**config.mk**
```make
export PLATFORM = sky130hd
export DESIGN_NAME = bsr_block_reader
export DESIGN_NICKNAME = d
export VERILOG_FILES = /design/src/rtl/bsr_pkg.sv /design/src/rtl/bsr_skid_fifo.sv /design/src/rtl/bsr_block_reader.sv
export SDC_FILE = /design/constraint.sdc
export NUM_CORES = 1
export LEC_CHECK = 0
export ABC_CLOCK_PERIOD_IN_PS = 19100
export BUFFER_PORTS_ARGS = -buffer_cell sky130_fd_sc_hd__buf_2
export CAP_MARGIN = 20
export CORE_MARGIN = 10
export CORE_UTILIZATION = 35
export CTS_CLUSTER_DIAMETER = 150
export DETAILED_ROUTE_END_ITERATION = 6
export GPL_TIMING_DRIVEN = 1
export PLACE_DENSITY = 0.58
export REMOVE_ABC_BUFFERS = 1
export SLEW_MARGIN = 0
export SYNTH_ARGS = -nofsm -noshare
export SYNTH_HDL_FRONTEND = slang
export SYNTH_SLANG_ARGS = --single-unit
```
**constraint.sdc**
```tcl
create_clock -name clk -period 19.1 [get_ports clk]
set_clock_uncertainty 0.15 [all_clocks]
set_input_delay 0.955 -clock clk [delete_from_list [all_inputs] [get_ports clk]]
set_output_delay 0.955 -clock clk [all_outputs]
set_load 0.02 [all_outputs]
```
**src/rtl/bsr_pkg.sv**
```systemverilog
// rtl/bsr_pkg.sv - shared types and constants for the BSR block reader
package bsr_pkg;

  localparam int BLK_DIM   = 8;
  localparam int BLK_BYTES = 64;
  localparam int SUB_W     = $clog2(BLK_DIM);

  typedef enum logic [3:0] {
    ST_IDLE,
    ST_RP0,
    ST_RP1,
    ST_ROW,
    ST_CI,
    ST_BLK,
    ST_DRAIN,
    ST_DONE,
    ST_ERR
  } bsr_rd_state_t;

  typedef struct packed {
    logic [63:0]      data;
    logic [15:0]      block_row;
    logic [15:0]      block_col;
    logic [SUB_W-1:0] sub_row;
    logic             last_beat;
    logic             last_in_row;
  } bsr_beat_t;

endpackage

```
**src/rtl/bsr_skid_fifo.sv**
```systemverilog
// rtl/bsr_skid_fifo.sv - small valid/ready beat buffer exposing its occupancy
module bsr_skid_fifo
  import bsr_pkg::*;
#(
  parameter int DEPTH = 2
) (
  input  logic                       clk,
  input  logic                       rst,
  input  logic                       s_tvalid_i,
  input  bsr_beat_t                  s_tdata_i,
  output logic                       m_tvalid_o,
  input  logic                       m_tready_i,
  output bsr_beat_t                  m_tdata_o,
  output logic [$clog2(DEPTH+1)-1:0] occ_o
);

  localparam int PW = (DEPTH > 1) ? $clog2(DEPTH) : 1;
  localparam int CW = $clog2(DEPTH + 1);

  bsr_beat_t         mem_q [DEPTH];
  logic [PW-1:0]     wr_q, wr_d, rd_q, rd_d;
  logic [CW-1:0]     cnt_q, cnt_d;
  logic              push, pop;

  function automatic logic [PW-1:0] ptr_inc(input logic [PW-1:0] p);
    return (p == PW'(DEPTH - 1)) ? '0 : p + 1'b1;
  endfunction

  assign pop        = m_tvalid_o && m_tready_i;
  assign push       = s_tvalid_i && ((cnt_q != CW'(DEPTH)) || pop);
  assign m_tvalid_o = (cnt_q != '0);
  assign m_tdata_o  = m_tvalid_o ? mem_q[rd_q] : '0;
  assign occ_o      = cnt_q;

  always_comb begin
    wr_d  = wr_q;
    rd_d  = rd_q;
    if (push) wr_d = ptr_inc(wr_q);
    if (pop)  rd_d = ptr_inc(rd_q);
    cnt_d = cnt_q + CW'(push) - CW'(pop);
  end

  always_ff @(posedge clk) begin
    if (rst) begin
      wr_q  <= '0;
      rd_q  <= '0;
      cnt_q <= '0;
    end else begin
      wr_q  <= wr_d;
      rd_q  <= rd_d;
      cnt_q <= cnt_d;
    end
  end

  always_ff @(posedge clk) begin
    if (push) mem_q[wr_q] <= s_tdata_i;
  end

endmodule

```
**src/rtl/bsr_block_reader.sv**
```systemverilog
// rtl/bsr_block_reader.sv - CSR-order BSR walker streaming 8-byte block rows; BSR_READER_PERF_EN adds stall/meta counters
module bsr_block_reader
  import bsr_pkg::*;
#(
  parameter int MAX_BLOCKS    = 65536,
  parameter int ROW_PTR_DEPTH = 256,
  parameter int BLK_ROWS      = 8,
  parameter int SKID_DEPTH    = 2
) (
  input  logic        clk,
  input  logic        rst,
  input  logic        start,
  input  logic [15:0] num_block_rows,
  input  logic [15:0] num_block_cols,
  output logic        row_ptr_re,
  output logic [15:0] row_ptr_raddr,
  input  logic [31:0] row_ptr_rdata,
  output logic        col_idx_re,
  output logic [15:0] col_idx_raddr,
  input  logic [15:0] col_idx_rdata,
  output logic        block_re,
  output logic [18:0] block_raddr,
  input  logic [63:0] block_rdata,
  output logic        out_valid,
  input  logic        out_ready,
  output logic [63:0] out_data,
  output logic [15:0] out_block_row,
  output logic [15:0] out_block_col,
  output logic [2:0]  out_sub_row,
  output logic        out_last_beat,
  output logic        out_last_in_row,
  output logic        busy,
  output logic        done,
  output logic        error,
  output logic [31:0] blocks_read
`ifdef BSR_READER_PERF_EN
  , output logic [31:0] stall_cycles
  , output logic [31:0] meta_cycles
`endif
);

  localparam int OCC_W = $clog2(SKID_DEPTH + 1);

  bsr_rd_state_t state_q, state_d;
  logic [15:0] rows_q, rows_d, cols_q, cols_d;
  logic [15:0] r_q, r_d, k_q, k_d, col_q, col_d;
  logic [31:0] cur_start_q, cur_start_d, cur_end_q, cur_end_d;
  logic [2:0]  sub_q, sub_d;
  logic        cap_start_q, cap_start_d;
  logic        ci_wait_q, ci_wait_d;
  logic        error_q, error_d;
  logic [31:0] blocks_q, blocks_d;
  logic        infl_q, infl_d;
  logic [15:0] tag_row_q, tag_row_d, tag_col_q, tag_col_d;
  logic [2:0]  tag_sub_q, tag_sub_d;
  logic        tag_lb_q, tag_lb_d, tag_lir_q, tag_lir_d;

  logic             fifo_valid, fifo_pop, issue_ok, last_sub;
  logic [31:0]      k_inc;
  bsr_beat_t        fifo_head, push_beat;
  logic [OCC_W-1:0] occ;

  assign fifo_pop = fifo_valid && out_ready;
  assign k_inc    = {16'd0, k_q} + 32'd1;
  assign last_sub = (sub_q == 3'(BLK_ROWS - 1));
  // A slot freed by this cycle's pop counts, so a single stream sustains 1 beat/cycle.
  assign issue_ok = (int'(occ) + int'(infl_q)) < (SKID_DEPTH + int'(fifo_pop));

  always_comb begin
    push_beat             = '0;
    push_beat.data        = block_rdata;
    push_beat.block_row   = tag_row_q;
    push_beat.block_col   = tag_col_q;
    push_beat.sub_row     = tag_sub_q;
    push_beat.last_beat   = tag_lb_q;
    push_beat.last_in_row = tag_lir_q;
  end

  bsr_skid_fifo #(.DEPTH(SKID_DEPTH)) u_skid (
    .clk        (clk),
    .rst        (rst),
    .s_tvalid_i (infl_q),
    .s_tdata_i  (push_beat),
    .m_tvalid_o (fifo_valid),
    .m_tready_i (out_ready),
    .m_tdata_o  (fifo_head),
    .occ_o      (occ)
  );

  always_comb begin
    state_d     = state_q;
    rows_d      = rows_q;
    cols_d      = cols_q;
    r_d         = r_q;
    k_d         = k_q;
    col_d       = col_q;
    cur_start_d = cur_start_q;
    cur_end_d   = cur_end_q;
    sub_d       = sub_q;
    cap_start_d = 1'b0;
    ci_wait_d   = 1'b0;
    error_d     = error_q;
    blocks_d    = blocks_q;
    infl_d      = 1'b0;
    tag_row_d   = tag_row_q;
    tag_col_d   = tag_col_q;
    tag_sub_d   = tag_sub_q;
    tag_lb_d    = tag_lb_q;
    tag_lir_d   = tag_lir_q;
    row_ptr_re    = 1'b0;
    row_ptr_raddr = '0;
    col_idx_re    = 1'b0;
    col_idx_raddr = k_q;
    block_re      = 1'b0;
    block_raddr   = 19'(k_q) * 19'(BLK_ROWS) + 19'(sub_q);

    if (fifo_pop && fifo_head.last_beat) blocks_d = blocks_q + 32'd1;

    case (state_q)
      ST_IDLE: begin
        if (start) begin
          rows_d   = num_block_rows;
          cols_d   = num_block_cols;
          blocks_d = '0;
          error_d  = 1'b0;
          r_d      = '0;
          if (num_block_rows == 16'd0)
            state_d = ST_DRAIN;
          else if ({16'd0, num_block_rows} > 32'(ROW_PTR_DEPTH - 1))
            state_d = ST_ERR;
          else
            state_d = ST_RP0;
        end
      end
      ST_RP0: begin
        row_ptr_re  = 1'b1;
        cap_start_d = 1'b1;
        state_d     = ST_RP1;
      end
      ST_RP1: begin
        if (cap_start_q) cur_start_d = row_ptr_rdata;
        row_ptr_re    = 1'b1;
        row_ptr_raddr = r_q + 16'd1;
        state_d       = ST_ROW;
      end
      ST_ROW: begin
        if (row_ptr_rdata < cur_start_q || row_ptr_rdata > 32'(MAX_BLOCKS)) begin
          state_d = ST_ERR;
        end else if (row_ptr_rdata == cur_start_q) begin
          r_d     = r_q + 16'd1;
          state_d = ((r_q + 16'd1) == rows_q) ? ST_DRAIN : ST_RP1;
        end else begin
          cur_end_d = row_ptr_rdata;
          k_d       = cur_start_q[15:0];
          state_d   = ST_CI;
        end
      end
      ST_CI: begin
        // First cycle issues the read, second cycle checks the returned index.
        if (!ci_wait_q) begin
          col_idx_re = 1'b1;
          ci_wait_d  = 1'b1;
        end else if (col_idx_rdata >= cols_q) begin
          state_d = ST_ERR;
        end else begin
          col_d   = col_idx_rdata;
          sub_d   = '0;
          state_d = ST_BLK;
        end
      end
      ST_BLK: begin
        if (issue_ok) begin
          block_re  = 1'b1;
          infl_d    = 1'b1;
          tag_row_d = r_q;
          tag_col_d = col_q;
          tag_sub_d = sub_q;
          tag_lb_d  = last_sub;
          tag_lir_d = last_sub && (k_inc == cur_end_q);
          sub_d     = sub_q + 3'd1;
          if (last_sub) begin
            k_d = k_q + 16'd1;
            if (k_inc < cur_end_q) begin
              state_d = ST_CI;
            end else begin
              cur_start_d = cur_end_q;
              r_d         = r_q + 16'd1;
              state_d     = ((r_q + 16'd1) == rows_q) ? ST_DRAIN : ST_RP1;
            end
          end
        end
      end
      ST_DRAIN: begin
        if (!fifo_valid && !infl_q) state_d = ST_DONE;
      end
      ST_DONE: begin
        state_d = ST_IDLE;
      end
      ST_ERR: begin
        if (!fifo_valid && !infl_q) begin
          error_d = 1'b1;
          state_d = ST_IDLE;
        end
      end
      default: state_d = ST_IDLE;
    endcase
  end

  always_ff @(posedge clk) begin
    if (rst) begin
      state_q     <= ST_IDLE;
      rows_q      <= '0;
      cols_q      <= '0;
      r_q         <= '0;
      k_q         <= '0;
      col_q       <= '0;
      cur_start_q <= '0;
      cur_end_q   <= '0;
      sub_q       <= '0;
      cap_start_q <= 1'b0;
      ci_wait_q   <= 1'b0;
      error_q     <= 1'b0;
      blocks_q    <= '0;
      infl_q      <= 1'b0;
      tag_row_q   <= '0;
      tag_col_q   <= '0;
      tag_sub_q   <= '0;
      tag_lb_q    <= 1'b0;
      tag_lir_q   <= 1'b0;
    end else begin
      state_q     <= state_d;
      rows_q      <= rows_d;
      cols_q      <= cols_d;
      r_q         <= r_d;
      k_q         <= k_d;
      col_q       <= col_d;
      cur_start_q <= cur_start_d;
      cur_end_q   <= cur_end_d;
      sub_q       <= sub_d;
      cap_start_q <= cap_start_d;
      ci_wait_q   <= ci_wait_d;
      error_q     <= error_d;
      blocks_q    <= blocks_d;
      infl_q      <= infl_d;
      tag_row_q   <= tag_row_d;
      tag_col_q   <= tag_col_d;
      tag_sub_q   <= tag_sub_d;
      tag_lb_q    <= tag_lb_d;
      tag_lir_q   <= tag_lir_d;
    end
  end

  assign out_valid       = fifo_valid;
  assign out_data        = fifo_head.data;
  assign out_block_row   = fifo_head.block_row;
  assign out_block_col   = fifo_head.block_col;
  assign out_sub_row     = fifo_head.sub_row;
  assign out_last_beat   = fifo_head.last_beat;
  assign out_last_in_row = fifo_head.last_in_row;
  assign busy            = (state_q != ST_IDLE) && (state_q != ST_DONE);
  assign done            = (state_q == ST_DONE);
  assign error           = error_q;
  assign blocks_read     = blocks_q;

`ifdef BSR_READER_PERF_EN
  logic [31:0] stall_q, stall_d, meta_q, meta_d;

  always_comb begin
    stall_d = stall_q;
    meta_d  = meta_q;
    if (state_q == ST_IDLE && start) begin
      stall_d = '0;
      meta_d  = '0;
    end else begin
      if (fifo_valid && !out_ready && stall_q != '1) stall_d = stall_q + 32'd1;
      if ((state_q == ST_RP0 || state_q == ST_RP1 || state_q == ST_CI) && meta_q != '1)
        meta_d = meta_q + 32'd1;
    end
  end

  always_ff @(posedge clk) begin
    if (rst) begin
      stall_q <= '0;
      meta_q  <= '0;
    end else begin
      stall_q <= stall_d;
      meta_q  <= meta_d;
    end
  end

  assign stall_cycles = stall_q;
  assign meta_cycles  = meta_q;
`endif

endmodule

```
# Word-level counts from Yosys, hierarchy flattened
# Memory sizes are Yosys's and may differ from the RTL's. A register that Yosys moved wholly into a read port is not among the register bits.
# Index checks and enable logic that the tools add are counted.
[op_classes]
add_sub_neg = 12
multipliers = 0
div_mod_pow = 0
magnitude_cmp = 6
eq_ne = 26
shifts = 0
mux = 55
n_bitwise = 3
reduce_logical = 30
[op_table]
columns = ["operator", "n"]
rows = [
  ["32-bit two-way mux", 7],
  ["16-bit two-way mux", 11],
  ["101-bit two-way mux", 1],
  ["32-bit case mux with 2 select lines", 1],
  ["16-bit case mux with 3 select lines", 1],
  ["4-bit two-way mux", 10],
  ["16-bit by 1-bit adder with 16-bit output (second input constant)", 2],
  ["32-bit by 1-bit adder with 32-bit output (second input constant)", 1],
  ["17-bit by 32-bit equality test with 1-bit output", 1],
  ["32-bit equality test", 1],
  ["32-bit by 17-bit > comparator with 1-bit output (second input constant)", 1],
  ["17-bit by 32-bit < comparator with 1-bit output", 1],
  ["32-bit < comparator", 1],
  ["16-bit case mux with 2 select lines", 1],
  ["4-bit case mux with 8 select lines", 1],
  ["2-bit inequality test (second input constant)", 13],
  ["19-bit by 3-bit adder with 19-bit output", 1],
  ["3-bit two-way mux", 6],
  ["16-bit by 1-bit adder with 17-bit output (second input constant)", 1],
  ["16-bit equality test", 1],
  ["4-bit by 3-bit equality test with 1-bit output (second input constant)", 4],
  ["16-bit greater-or-equal comparator", 1],
  ["16-bit by 8-bit > comparator with 1-bit output (second input constant)", 1],
  ["16-bit logical NOT", 1],
  ["other kinds (30)", 62],
]
[totals]
ff_bits = 228
latch_bits = 0
mem_bits_rw = 202
rom_bits = 0
inputBits = 148
out_inout_bits = 191
wordCells = 155
mem_count = 1
[memory_table]
columns = ["memory", "words", "word_bits", "read_ports", "rd_clocked_by_memory_dff", "wr", "line", "text"]
rows = [
  ["u_skid.mem_q", 2, 101, 1, 1, 1, "bsr_skid_fifo.sv:20", "bsr_beat_t mem_q [DEPTH];"],
]

# Depth between registers and ports, before layout
# Gate-level depths: netlist of the first run.
[depth]
depth_word = 7
mapped_depth = 17
ltp_nobuf = 16

# Modules after synthesis
# A second synthesis of the first run with hierarchy kept.
[hier_totals]
hier_cells = 1954
hier_area_um2 = 19787.7
[by_module_without_submodules]
columns = ["module", "n_inst", "cells_each", "area_each_um2", "seq_area_each_um2"]
rows = [
  ["bsr_block_reader", 1, 1501, 11917.7, 4484.3],
  ["bsr_skid_fifo", 1, 453, 7870.0, 6165.9],
]

# Least setup slack after synthesis of the first run
# No wires, ideal clock.
[synth_path]
path_kind = "input-to-reg"
startpoint = "input port out_ready"
endpoint = "memory u_skid.mem_q[0][0] (netlist bit) (enable)"
setup_time_ps = 574
t_arrival_ps = 5850
required_ps = 18376
path_slack_ps = 12526
cell_stages = 3
path_buffers = 0
cell_sequence = "nor2_1 -> a21boi_0 -> nor2b_1"
[synth_between]
elab_chain_len = 5
[synth_lines]
columns = ["element", "line", "text"]
rows = [
  ["from (decl)", "bsr_block_reader.sv:25", "input logic out_ready,"],
  ["1-bit logical AND", "bsr_skid_fifo.sv:29", "assign pop = m_tvalid_o && m_tready_i;"],
  ["1-bit logical OR", "bsr_skid_fifo.sv:30", "assign push = s_tvalid_i && ((cnt_q != CW'(DEPTH)) || pop);"],
  ["1-bit logical AND", "bsr_skid_fifo.sv:30", ""],
  ["via u_skid.push", "bsr_skid_fifo.sv:23", "logic push, pop;"],
  ["1-bit two-way mux", "bsr_skid_fifo.sv:56", "if (push) mem_q[wr_q] <= s_tdata_i;"],
  ["1-bit two-way mux (implied by the code)", "bsr_skid_fifo.sv:56", ""],
  ["to (decl)", "bsr_skid_fifo.sv:20", ""],
]
# The timed path passes the listed nets, and every way through them passes these cells.

# Worst setup path after layout of the first run
[layout_path]
startpoint = "register k_q[0], in the netlist col_idx_raddr[0]"
endpoint = "register cur_start_q[18]"
[layout_between]
elab_chain_len = 4
[layout_lines]
columns = ["element", "line", "text"]
rows = [
  ["from (decl)", "bsr_block_reader.sv:46", "logic [15:0] r_q, r_d, k_q, k_d, col_q, col_d;"],
  ["from (signal assigned)", "bsr_block_reader.sv:235", "k_q <= k_d;"],
  ["16-bit by 1-bit adder with 17-bit output", "bsr_block_reader.sv:64", "assign k_inc = {16'd0, k_q} + 32'd1;"],
  ["17-bit by 32-bit < comparator with 1-bit output", "bsr_block_reader.sv:183", "if (k_inc < cur_end_q) begin"],
  ["2-bit inequality test (no source line)", "n/a", ""],
  ["5-bit AND reduction (no source line)", "n/a", ""],
  ["to (signal assigned)", "bsr_block_reader.sv:237", "cur_start_q <= cur_start_d;"],
  ["to (decl)", "bsr_block_reader.sv:47", "logic [31:0] cur_start_q, cur_start_d, cur_end_q, cur_end_d;"],
]
# Every way passes these cells.
# A chain may end at the register's enable or synchronous reset.

==> results by group, run 1 <==
Floorplanning
  • Initial Util: between 30% and 40%
  • Rows: 86
  • Top Ports: around 340
  • Die span in y: 257 um
  • Die area: approximately 66000 sq um
  • Die Width: around 260 um
  • Core area: around 55000 sq um

Clocking
  • TritonCTS Sinks: between 400 and 500
  • CTS resizes: 0
  • Clock tree buffer depth: 3
  • TritonCTS buffer count: 48
  • Clock slew at reported path FFs: 0.06 ns
  • Worst-Skew Late Latency: about 0.58 ns
  • Post-CTS Setup Inserts: 0
  • CTS tree: built
  • Cts hold-fix bufs: 0
  • H-Tree Depth: 2
  • Root buffer cell: clkbuf_16

STA
  • Worst-Margin Slew: about 1.0 ns
  • Period Utilization, post-route: between 20% and 30%
  • Min Tclk post-route: between 4 and 5 ns
  • Final setup vio count: 0
  • Total negative slack: 0 ns
  • Maximum clock frequency: between 200 and 250 MHz
  • Final Hold Viols: 0
  • Max Slew Vio Count: 0
  • Slew headroom: between 30% and 40%
  • PnR worst setup slack: 14.41 ns
  • RSZ-0062 raised after global routing: false
  • Hold WS: 0.288 ns

Setup path
  • Worst Path Max Fanout: 64
  • Worst Path Arrival: 5.02 ns
  • WP data required: ~20 ns
  • WS Path Type: flip-flop to flip-flop
  • Startpoint Class: flip-flop
  • Type of destination of the critical path: flip-flop

Power
  • Clk network pwr share: between 40% and 50%
  • Sw Pwr: roughly 0.54 mW
  • Final Power: roughly 2.2 mW
  • Sequential share of power: between 40 and 50%
  • Comb power frac: around a tenth
  • Sw Ratio: 24.8%
  • Power per cell area: between 90 and 100 nW/um^2
  • IR drop worst, VDD: 0.0530 mV
  • Leakage power: a little under 9 nW
  • Pint: around 1.6 mW

Synth
  • YS warnings: 0
  • Ys async rst share: 0%
  • Seq cells post-synth: ~430
  • Ys flop type: dfxtp_1
  • Count leader, synth: nor2_1
  • Yosys top cell by area: edfxtp_1
  • Mapped Cells: 1962
  • Largest cells by area after synthesis: edfxtp_1 31%, dfxtp_1 23%, mux2i_1 6.1%, nor2_1 5.0%, nand2_1 4.8%
  • Synth cell types: approximately 80
  • Top-area cell type share of the netlist area: between 30% and 40%
  • Number of synthesized flops with an enable pin: approximately 200
  • Most instantiated cells after synthesis: 260 x nor2_1, 252 x nand2_1, 229 x dfxtp_1, 202 x edfxtp_1, 182 x a21oi_1
  • Sequential share of the synthesized area: 54.2%
  • Syn avg cell area: between 10 and 15 sq um
  • Post-Syn Area: ~20000 sq um

Job
  • Max-cap violation count: 0

Routing
  • Pre-Repair DR Iteration Count: 5
  • Vias: around 15000
  • Final wirelength: between 50000 and 60000 um
  • Detail Route Antenna Nets: 0
  • Vias per inst: between 5 and 6
  • Routed wire per std cell: about 18 um
  • DRC Markers: 0
  • Initial DRC Count: ~890

Place
  • Count of input and output buffers: about 340
  • Place WS: ~14 ns
  • Half-perimeter wire length after placement: 39300 um
  • Placed cell area: approximately 22000 sq um
  • RePlAce Congestion: between 0.8 and 0.9

Finish
  • Post-route design area: between 20000 and 25000 sq um
  • Seq. cell area: 10700 sq um
  • Layout cells sized above 1: between 20% and 30%
  • Fill count: between 5000 and 6000
  • Area of the multi-input gates: between 8000 and 9000 sq um
  • Synth-to-Final Area Change: 19.8%
  • Nets: approximately 2500

Worst hold path
  • Class of the worst hold path: flip-flop to flip-flop

GRT
  • Initial antenna violation count: 2
  • GRT Util Overall: about 16%
  • Maximum number of pins on one net before global-route repair: 80
  • Vias in the first global route: approximately 15000
  • Global-route wire length before repair: ~86000 um
  • Grt total ovfl: 0

Run status
  • Status: finished, final reports clean
-- final cells by class --
class | count | area share, %
Clock inverter | 23 | 1.31
Antenna cell | 2 | 0.0213
Multi-Input combinational cell | 1328 | 34.7
Sequential cell | 431 | 45.3
Inverter | 77 | 1.23
Clock buffer | 66 | 5.65
Tap cell | 748 | 3.98
Timing Repair Buffer | 355 | 7.86
-- stage by stage --
step | std cells | util, %
floorplan | 1836 | -
global placement | 2936 | 39.5
detailed placement | 2937 | 39.5
CTS | 3026 | 42.5
global route | 3029 | 42.5
finish | 3030 | 42.5
-- layer usage --
metal  vias to the layer above  part of all wire (%)  GRT usage [%]
met5                         -                 0.032              0
met4                         2                   2.0           3.98
met1                      7348                    46           21.2
met3                        76                   6.1           3.71
met2                       443                    46           26.4
li1                       7442                     -              -
-- cell families after synthesis --
logic type | Yosys count | synth area share, %
compound gates | 343 | 10.6
buf+inv | 203 | 4.46
mux | 121 | 6.17
fa+ha+maj | 74 | 4.71
simple gates | 724 | 16.9
flops | 431 | 54.2
xor+xnor | 66 | 2.94
-- power by group through the flow --
stage          Clock [mW]  Sequential (mW)  Combinational, mW
3_3_place_gp            0             1.01              0.220
6_report            0.963            0.986              0.221
3_5_place_dp            0             1.01              0.224
2_1_floorplan           0             1.01              0.134
5_1_grt              1.02            0.987              0.243
4_1_cts             0.990            0.986              0.225
-- critical path, cell delays in order, from the launching register on --
cell      delay, ns
dfxtp_1        0.42
ha_1           0.26
and3_1         0.25
and3_1         0.27
nand3_1        0.19
or2_2          0.38
nor2_1         0.22
xor2_1         0.10
ha_1           0.30
nand4_1        0.14
nor3_1         0.26
a21boi_0       0.21
or4_1          0.19
nand2_1        0.13
o21ai_4        0.15
buf_4          0.56
nor2_1         0.09
a311oi_1       0.29
-- registers in the layout, summed over array words and instances, names as in the netlist, 16 cells and up, named ones only --
register and count:
blocks_read 32, col_idx_raddr 16, col_q 16, cols_q 16
cur_end_q 32, cur_start_q 32, r_q 16, rows_q 16
tag_col_q 16, tag_row_q 16, u_skid.mem_q 202
-- path summary, 6_finish.rpt --
path,start,endpoint,slack (ns),cells after the start
setup / recovery,col_idx_raddr[0]$_SDFFE_PP0P_,cur_start_q[18]$_SDFFE_PP0P_,14.41,17
hold / removal,col_q[11]$_SDFFE_PP0P_,tag_col_q[11]$_SDFFE_PP0P_,0.29,2
setup reg to reg,col_idx_raddr[0]$_SDFFE_PP0P_,cur_start_q[18]$_SDFFE_PP0P_,14.41,17
hold reg to reg,col_q[11]$_SDFFE_PP0P_,tag_col_q[11]$_SDFFE_PP0P_,0.29,2
-- cell usage in the layout (no fill, tap or decap), types with 8 or more instances in the layout --
master	count
buf_4	15
a311oi_1	16
a21o_1	11
dfxtp_1	228
buf_2	337
a211oi_1	29
nand2_1	252
mux2i_1	120
or3_1	21
nor4_1	19
nor3_1	22
o21ai_0	42
and2_1	19
nand3_1	23
clkbuf_16	49
nor2b_1	12
a21oi_1	182
xor2_1	37
a31oi_1	10
ha_1	74
edfxtp_1	202
xnor2_1	29
nand4_1	23
inv_1	76
clkinv_2	8
clkbuf_1	13
nor2_1	259
nand2b_1	9
and3_1	24
Power figures use the tool's default switching activity.
==> run 2, diff against run 1 <==
ABC_CLOCK_PERIOD_IN_PS = 4900   (was 19100)
clock period = 4.9 ns   (was 19.1 ns; I/O delays follow)
==> run 2 against run 1 <==
Net effect: via count increased by 3.2%; core utilization rose by 2.8 points; cell count is 5.0% higher.
==> results by group, run 2 (synthesized netlist as in run 1, its figures left out) <==
GRT
  • Grt total ovfl: 0
  • GRT Util Overall: between 10% and 20%
  • Maximum number of pins on one net before global-route repair: 98
  • Initial antenna violation count: 0
  • Vias in the first global route: between 15000 and 20000
  • Global-route wire length before repair: around 89000 um

STA
  • Maximum clock frequency: around 220 MHz
  • Period Utilization, post-route: between 90% and 100%
  • Worst-Margin Slew: ~1.1 ns
  • Total negative slack: 0 ns
  • RSZ-0062 raised after global routing: false
  • Final setup vio count: 0
  • Slew headroom: between 20% and 30%
  • Min Tclk post-route: 4.49 ns
  • Final Hold Viols: 0
  • Max Slew Vio Count: 0

Routing
  • DRC Markers: 0
  • Pre-Repair DR Iteration Count: 7
  • Vias per inst: ~5.0
  • Vias: approximately 16000
  • Routed wire per std cell: around 18 um
  • Final wirelength: around 57000 um
  • Detail Route Antenna Nets: 0
  • Initial DRC Count: 946

Finish
  • Largest reg by FF count: u_skid.mem_q
  • Nets: between 2000 and 3000
  • N_diodes: 0
  • Most frequent cells in the layout: 337 x buf_2, 258 x nor2_1, 252 x nand2_1
  • Layout cells sized above 1: 19.3%
  • Max FFs per register: roughly 200
  • Synth-to-Final Area Change: 27.7%
  • Post-Route Utilization: 45.3%
  • Most common cell after layout, fill and taps aside: buf_2

Clocking
  • CTS tree: built
  • Post-CTS Setup Inserts: 0
  • H-Tree Depth: 2
  • Worst-Skew Late Latency: around 0.6 ns
  • TritonCTS buffer count: between 40 and 50
  • TritonCTS Sinks: between 400 and 500
  • Clock tree buffer depth: 3
  • Clock slew at reported path FFs: roughly 0.060 ns
  • Root buffer cell: clkbuf_16

Place
  • Half-perimeter wire length after placement: 39400 um
  • Count of input and output buffers: between 300 and 400
  • RePlAce Congestion: between 0.8 and 0.9

Floorplanning
  • Die span in y: 257 um
  • Top Ports: roughly 340
  • Die area: 66000 sq um
  • Core area: 55300 sq um
  • Initial Util: 35.5%
  • Rows: between 80 and 90
  • Die Width: 257 um

Setup path
  • Startpoint Class: flip-flop
  • WP data required: 5.26 ns
  • Worst Path Max Fanout: 15
  • Worst Path Arrival: roughly 4.9 ns
  • R2R depth: 16
  • FF-to-FF End: r_q[5]$_SDFFE_PP0P_
  • WS Path Type: flip-flop to flip-flop
  • R2R Setup Slk: roughly 0.4 ns
  • Type of destination of the critical path: flip-flop
  • FF-to-FF Start: col_idx_raddr[0]$_SDFFE_PP0P_

Power
  • Power per cell area: approximately 340 nW/um^2
  • Leakage power: approximately 9.6 nW
  • IR drop worst, VDD: about 0.33 mV

Worst hold path
  • Class of the worst hold path: primary input to flip-flop
  • HP Start: block_rdata[10]
  • Hold Path Sink: u_skid.mem_q[0][47]$_DFFE_PP_
  • Hold Crit Depth: 2

Run status
  • Status: finished, final reports clean

Job
  • Max-cap violation count: 0
-- run 2: cell type report --
class / count / area (sq um)
fill: 5230 / 30200
sequential: 431 / 10700
multi-input combinational: 1328 / 8150
timing repair buffer: 507 / 3380
clock buffer: 57 / 1290
tap: 748 / 936
clock inverter: 35 / 384
inverter: 77 / 289
-- run 2: power by group --
group,total [mW],internal [mW],switching (mW)
sequential,3.84,3.78,0.0579
clock,3.79,2.26,1.53
combinational,0.966,0.382,0.584
total,8.60,6.42,2.18
-- run 2: worst max-delay path by stage --
stage / start / end / slack (ns) / depth (start not counted)
floorplan: u_skid.occ_o[0]$_SDFF_PP0_ / u_skid.mem_q[0][0]$_DFFE_PP_ / -1.12 / 3
global placement: col_idx_raddr[0]$_SDFFE_PP0P_ / r_q[5]$_SDFFE_PP0P_ / 0.48 / 16
detailed placement: col_idx_raddr[0]$_SDFFE_PP0P_ / cur_start_q[17]$_SDFFE_PP0P_ / 0.34 / 17
CTS: col_idx_raddr[0]$_SDFFE_PP0P_ / cur_start_q[17]$_SDFFE_PP0P_ / 0.31 / 17
global route: col_idx_raddr[0]$_SDFFE_PP0P_ / r_q[5]$_SDFFE_PP0P_ / 0.01 / 16
finish: col_idx_raddr[0]$_SDFFE_PP0P_ / r_q[5]$_SDFFE_PP0P_ / 0.41 / 16
-- run 2: stage by stage --
step / cells / hold WS [ns] / worst slack [ns] / cell area (sq um) / total power, mW
2_1_floorplan: 1836 / 0.164 / -1.12 / 19100 / 4.45
3_3_place_gp: 2940 / 0.280 / 0.483 / 21900 / 4.78
3_5_place_dp: 2941 / 0.287 / 0.344 / 21900 / 4.79
4_1_cts: 3182 / 0.175 / 0.307 / 25100 / 8.72
5_1_grt: 3183 / 0.212 / 0.0148 / 25100 / 8.94
6_report: 3183 / 0.232 / 0.409 / 25100 / 8.60
-- run 2: repair_timing --
action                                  4_1_cts  5_1_grt
endpoints found under the setup margin        0       25
hold buffers                                149        0
endpoints found under the hold margin       247        0
gates resized for setup                       0        2
-- run 2: per-layer routing --
metal / GRT usage [%] / share of wire [%] / up-vias
met5: 0 / 0 / -
met4: 4.24 / 2.0 / 0
li1: - / - / 7750
met3: 3.26 / 5.5 / 72
met1: 21.6 / 45 / 7530
met2: 28.0 / 47 / 443
-- run 2: critical path, cell delays in order, from the launching register on --
cell and delay (ns):
dfxtp_1 0.41, ha_1 0.26, and3_1 0.26, and3_1 0.28
nand3_1 0.19, or2_2 0.39, nor2_2 0.19, xor2_1 0.09
ha_1 0.30, nand4_1 0.14, nor3_1 0.29, a21boi_0 0.20
or4_1 0.18, a21o_1 0.25, o211ai_4 0.21, or4_1 0.47
a21oi_1 0.16
==> run 3, diff against run 2 <==
ABC_CLOCK_PERIOD_IN_PS = 5000   (was 4900)
CORE_UTILIZATION = 30   (was 35)
PLACE_DENSITY = 0.52   (was 0.58)
SYNTH_HIERARCHICAL = 1   (was default)
clock period = 5 ns   (was 4.9 ns; I/O delays follow)
==> run 3 against run 2 <==
Net effect: fmax down 2.7%; largest power group unchanged; register-to-register slack worse by 0.02 ns; sequential cell count did not move; synthesized area up 0.76%; worst hold slack worse by 0.091 ns; count of clock-buffer cells in the layout is 1 lower; critical path depth decreased by 1; largest cell class unchanged; synthesized cell count shrank 0.41%; non-clock buffer count increased by 19.
==> results by group, run 3 <==
STA
  • Slew headroom: between 30% and 40%
  • Min Tclk post-route: 4.61 ns
  • Final setup vio count: 0
  • Hold WS: between 0.1 and 0.15 ns
  • Worst-Margin Slew: ~1 ns
  • Max Slew Vio Count: 0
  • Final Hold Viols: 0
  • Period Utilization, post-route: ~92%
  • PnR worst setup slack: between 0.3 and 0.4 ns
  • RSZ-0062 raised after global routing: false
  • Maximum clock frequency: between 200 and 250 MHz

Power
  • Sequential share of power: 39.5%
  • Sw Pwr: 2.88 mW
  • Comb power frac: 21.2%
  • IR drop worst, VDD: roughly 0.23 mV
  • Sw Ratio: between 30% and 40%
  • Clk network pwr share: 39.3%
  • Leakage power: 9.80 nW
  • Power per cell area: 374 nW/um^2
  • Pint: between 6 and 7 mW

Setup path
  • WS Path Type: flip-flop to flip-flop
  • WP data required: between 5 and 6 ns
  • Type of destination of the critical path: flip-flop
  • Worst Path Arrival: 4.94 ns
  • Worst Path Max Fanout: 17
  • Startpoint Class: flip-flop

Place
  • Count of input and output buffers: 338
  • DP Cell Count: between 3000 and 4000
  • RePlAce Congestion: between 0.8 and 0.9
  • Half-perimeter wire length after placement: roughly 42000 um
  • Place WS: roughly 0.33 ns

Finish
  • Largest reg by FF count: u_skid/mem_q
  • Synth-to-Final Area Change: 29.3%
  • Most common cell after layout, fill and taps aside: buf_2
  • Most frequent cells in the layout: 337 x buf_2, 262 x nand2_1, 248 x nor2_1
  • Nets: 2628
  • Max FFs per register: roughly 200
  • Area of the multi-input gates: a little over 8000 sq um
  • Final std cells w/o fill: 3312
  • Seq. cell area: 10700 sq um
  • Layout cells sized above 1: 19.1%
  • Fill count: ~6500

Routing
  • Detail Route Antenna Nets: 0
  • Final wirelength: 60800 um
  • DRC Markers: 0
  • Vias: 16000
  • Routed wire per std cell: 18.4 um
  • Vias per inst: ~4.8
  • Pre-Repair DR Iteration Count: 5
  • Initial DRC Count: a little over 900

Job
  • Max-cap violation count: 0

GRT
  • Initial antenna violation count: 3
  • Vias in the first global route: roughly 16000
  • Grt total ovfl: 0
  • Global-route wire length before repair: between 90000 and 100000 um
  • GRT Util Overall: around 15%
  • Maximum number of pins on one net before global-route repair: about 110

Floorplanning
  • Core area: between 60000 and 70000 sq um
  • Die Width: between 200 and 300 um
  • Rows: 94
  • Die area: 76600 sq um
  • Die span in y: around 280 um
  • Initial Util: between 30% and 40%
  • Top Ports: 339

Synth
  • Synth cell types: 71
  • Largest cells by area after synthesis: edfxtp_1 31%, dfxtp_1 23%, mux2i_1 7.0%, nand2_1 5.0%, nor2_1 4.8%
  • Number of synthesized flops with an enable pin: between 200 and 250
  • Ys async rst share: 0%
  • Top-area cell type share of the netlist area: between 30% and 40%
  • Count leader, synth: nand2_1
  • Sequential share of the synthesized area: 53.8%
  • YS warnings: 6
  • Most instantiated cells after synthesis: 263 x nand2_1, 253 x nor2_1, 229 x dfxtp_1, 202 x edfxtp_1, 139 x mux2i_1
  • Yosys top cell by area: edfxtp_1
  • Ys flop type: dfxtp_1
  • Seq cells post-synth: ~430
  • Mapped Cells: approximately 2000
  • Syn avg cell area: approximately 10 sq um
  • Post-Syn Area: between 15000 and 20000 sq um

Clocking
  • Worst-Skew Late Latency: a little under 0.6 ns
  • Post-CTS Setup Inserts: 0
  • CTS tree: built
  • TritonCTS Sinks: 431
  • Root buffer cell: clkbuf_16
  • Clock tree buffer depth: 3
  • H-Tree Depth: 2
  • TritonCTS buffer count: a little under 50
  • Clock slew at reported path FFs: ~0.06 ns

Run status
  • Status: finished, final reports clean

Worst hold path
  • Class of the worst hold path: primary input to flip-flop
run 3: logic make-up after synthesis:
group,share of synthesized area [%]
and+or+nand+nor,16.5
muxes,7.22
DFF,53.8
xor gates and xnor gates,3.02
AOI/OAI and AO/OA,9.81
buffers and inverters,4.96
adders and majority gates,4.68
run 3: path summary, 6_finish.rpt:
| check | from | to | slack, ns | cells after the start |
|---|---|---|---|---|
| worst max-delay path | col_idx_raddr[0]$_SDFFE_PP0P_ | r_q[5]$_SDFFE_PP0P_ | 0.39 | 15 |
| worst min register to register | tag_row_q[11]$_SDFFE_PP0P_ | u_skid/mem_q[1][32]$_DFFE_PP_ | 0.30 | 0 |
| worst min-delay path | start | rows_q[14]$_SDFFE_PP0P_ | 0.14 | 5 |
| worst max register to register | col_idx_raddr[0]$_SDFFE_PP0P_ | r_q[5]$_SDFFE_PP0P_ | 0.39 | 15 |
run 3: area by class of cell:
cell class,instances,share of cell area [%]
antenna,2,0.0196
clock inverter,35,1.56
tap,864,4.22
clock buffer,56,5.05
timing repair buffer,526,14.0
multi-input combinational,1305,32.1
inverter,93,1.36
sequential,431,41.6
run 3: critical path, stage by stage, from the launching register on:
cell and delay [ns]:
dfxtp_1 0.53, ha_1 0.29, nand3_1 0.17, nor3_1 0.23, buf_4 0.16, nand4_1 0.18
nor2_1 0.25, xor2_1 0.18, ha_1 0.28, nand4_1 0.16, nor2_1 0.07, a2111o_1 0.35
o31ai_1 0.62, o21a_2 0.47, a22oi_1 0.12, o32ai_1 0.28
run 3: what timing repair did:
| item | in CTS | in global routing |
|---|---|---|
| hold endpoints to repair | 246 | 0 |
| endpoints found under the setup margin | 0 | 14 |
| hold buffers | 167 | 0 |
| gates resized for setup | 0 | 2 |
run 3: stage by stage:
step | instance area (sq um) | power [mW] | TNS, ns | utilization (%)
finish | 25600 | 9.58 | 0 | 39.0
global route | 25600 | 10.0 | 0 | 39.0
CTS | 25600 | 9.76 | 0 | 39.0
detailed placement | 22200 | 5.83 | 0 | 33.9
global placement | 22200 | 5.81 | 0 | 33.9
floorplan | 19200 | 5.10 | -402.36 | -
run 3: power by group through the flow:
stage / Combinational, mW / Clock, mW / Sequential, mW
6_report: 2.03 / 3.76 / 3.78
5_1_grt: 2.21 / 4.03 / 3.79
4_1_cts: 2.09 / 3.89 / 3.78
3_5_place_dp: 1.97 / 0 / 3.86
3_3_place_gp: 1.95 / 0 / 3.86
2_1_floorplan: 1.17 / 0 / 3.93
run 3: metal layers:
metal  up-vias  share of wire, %  track usage, %
met5         -             0.028               0
met4         4               2.3            4.14
met1      7636                44            19.4
li1       7829                 -               -
met2       444                47            25.8
met3        94               6.3            3.67
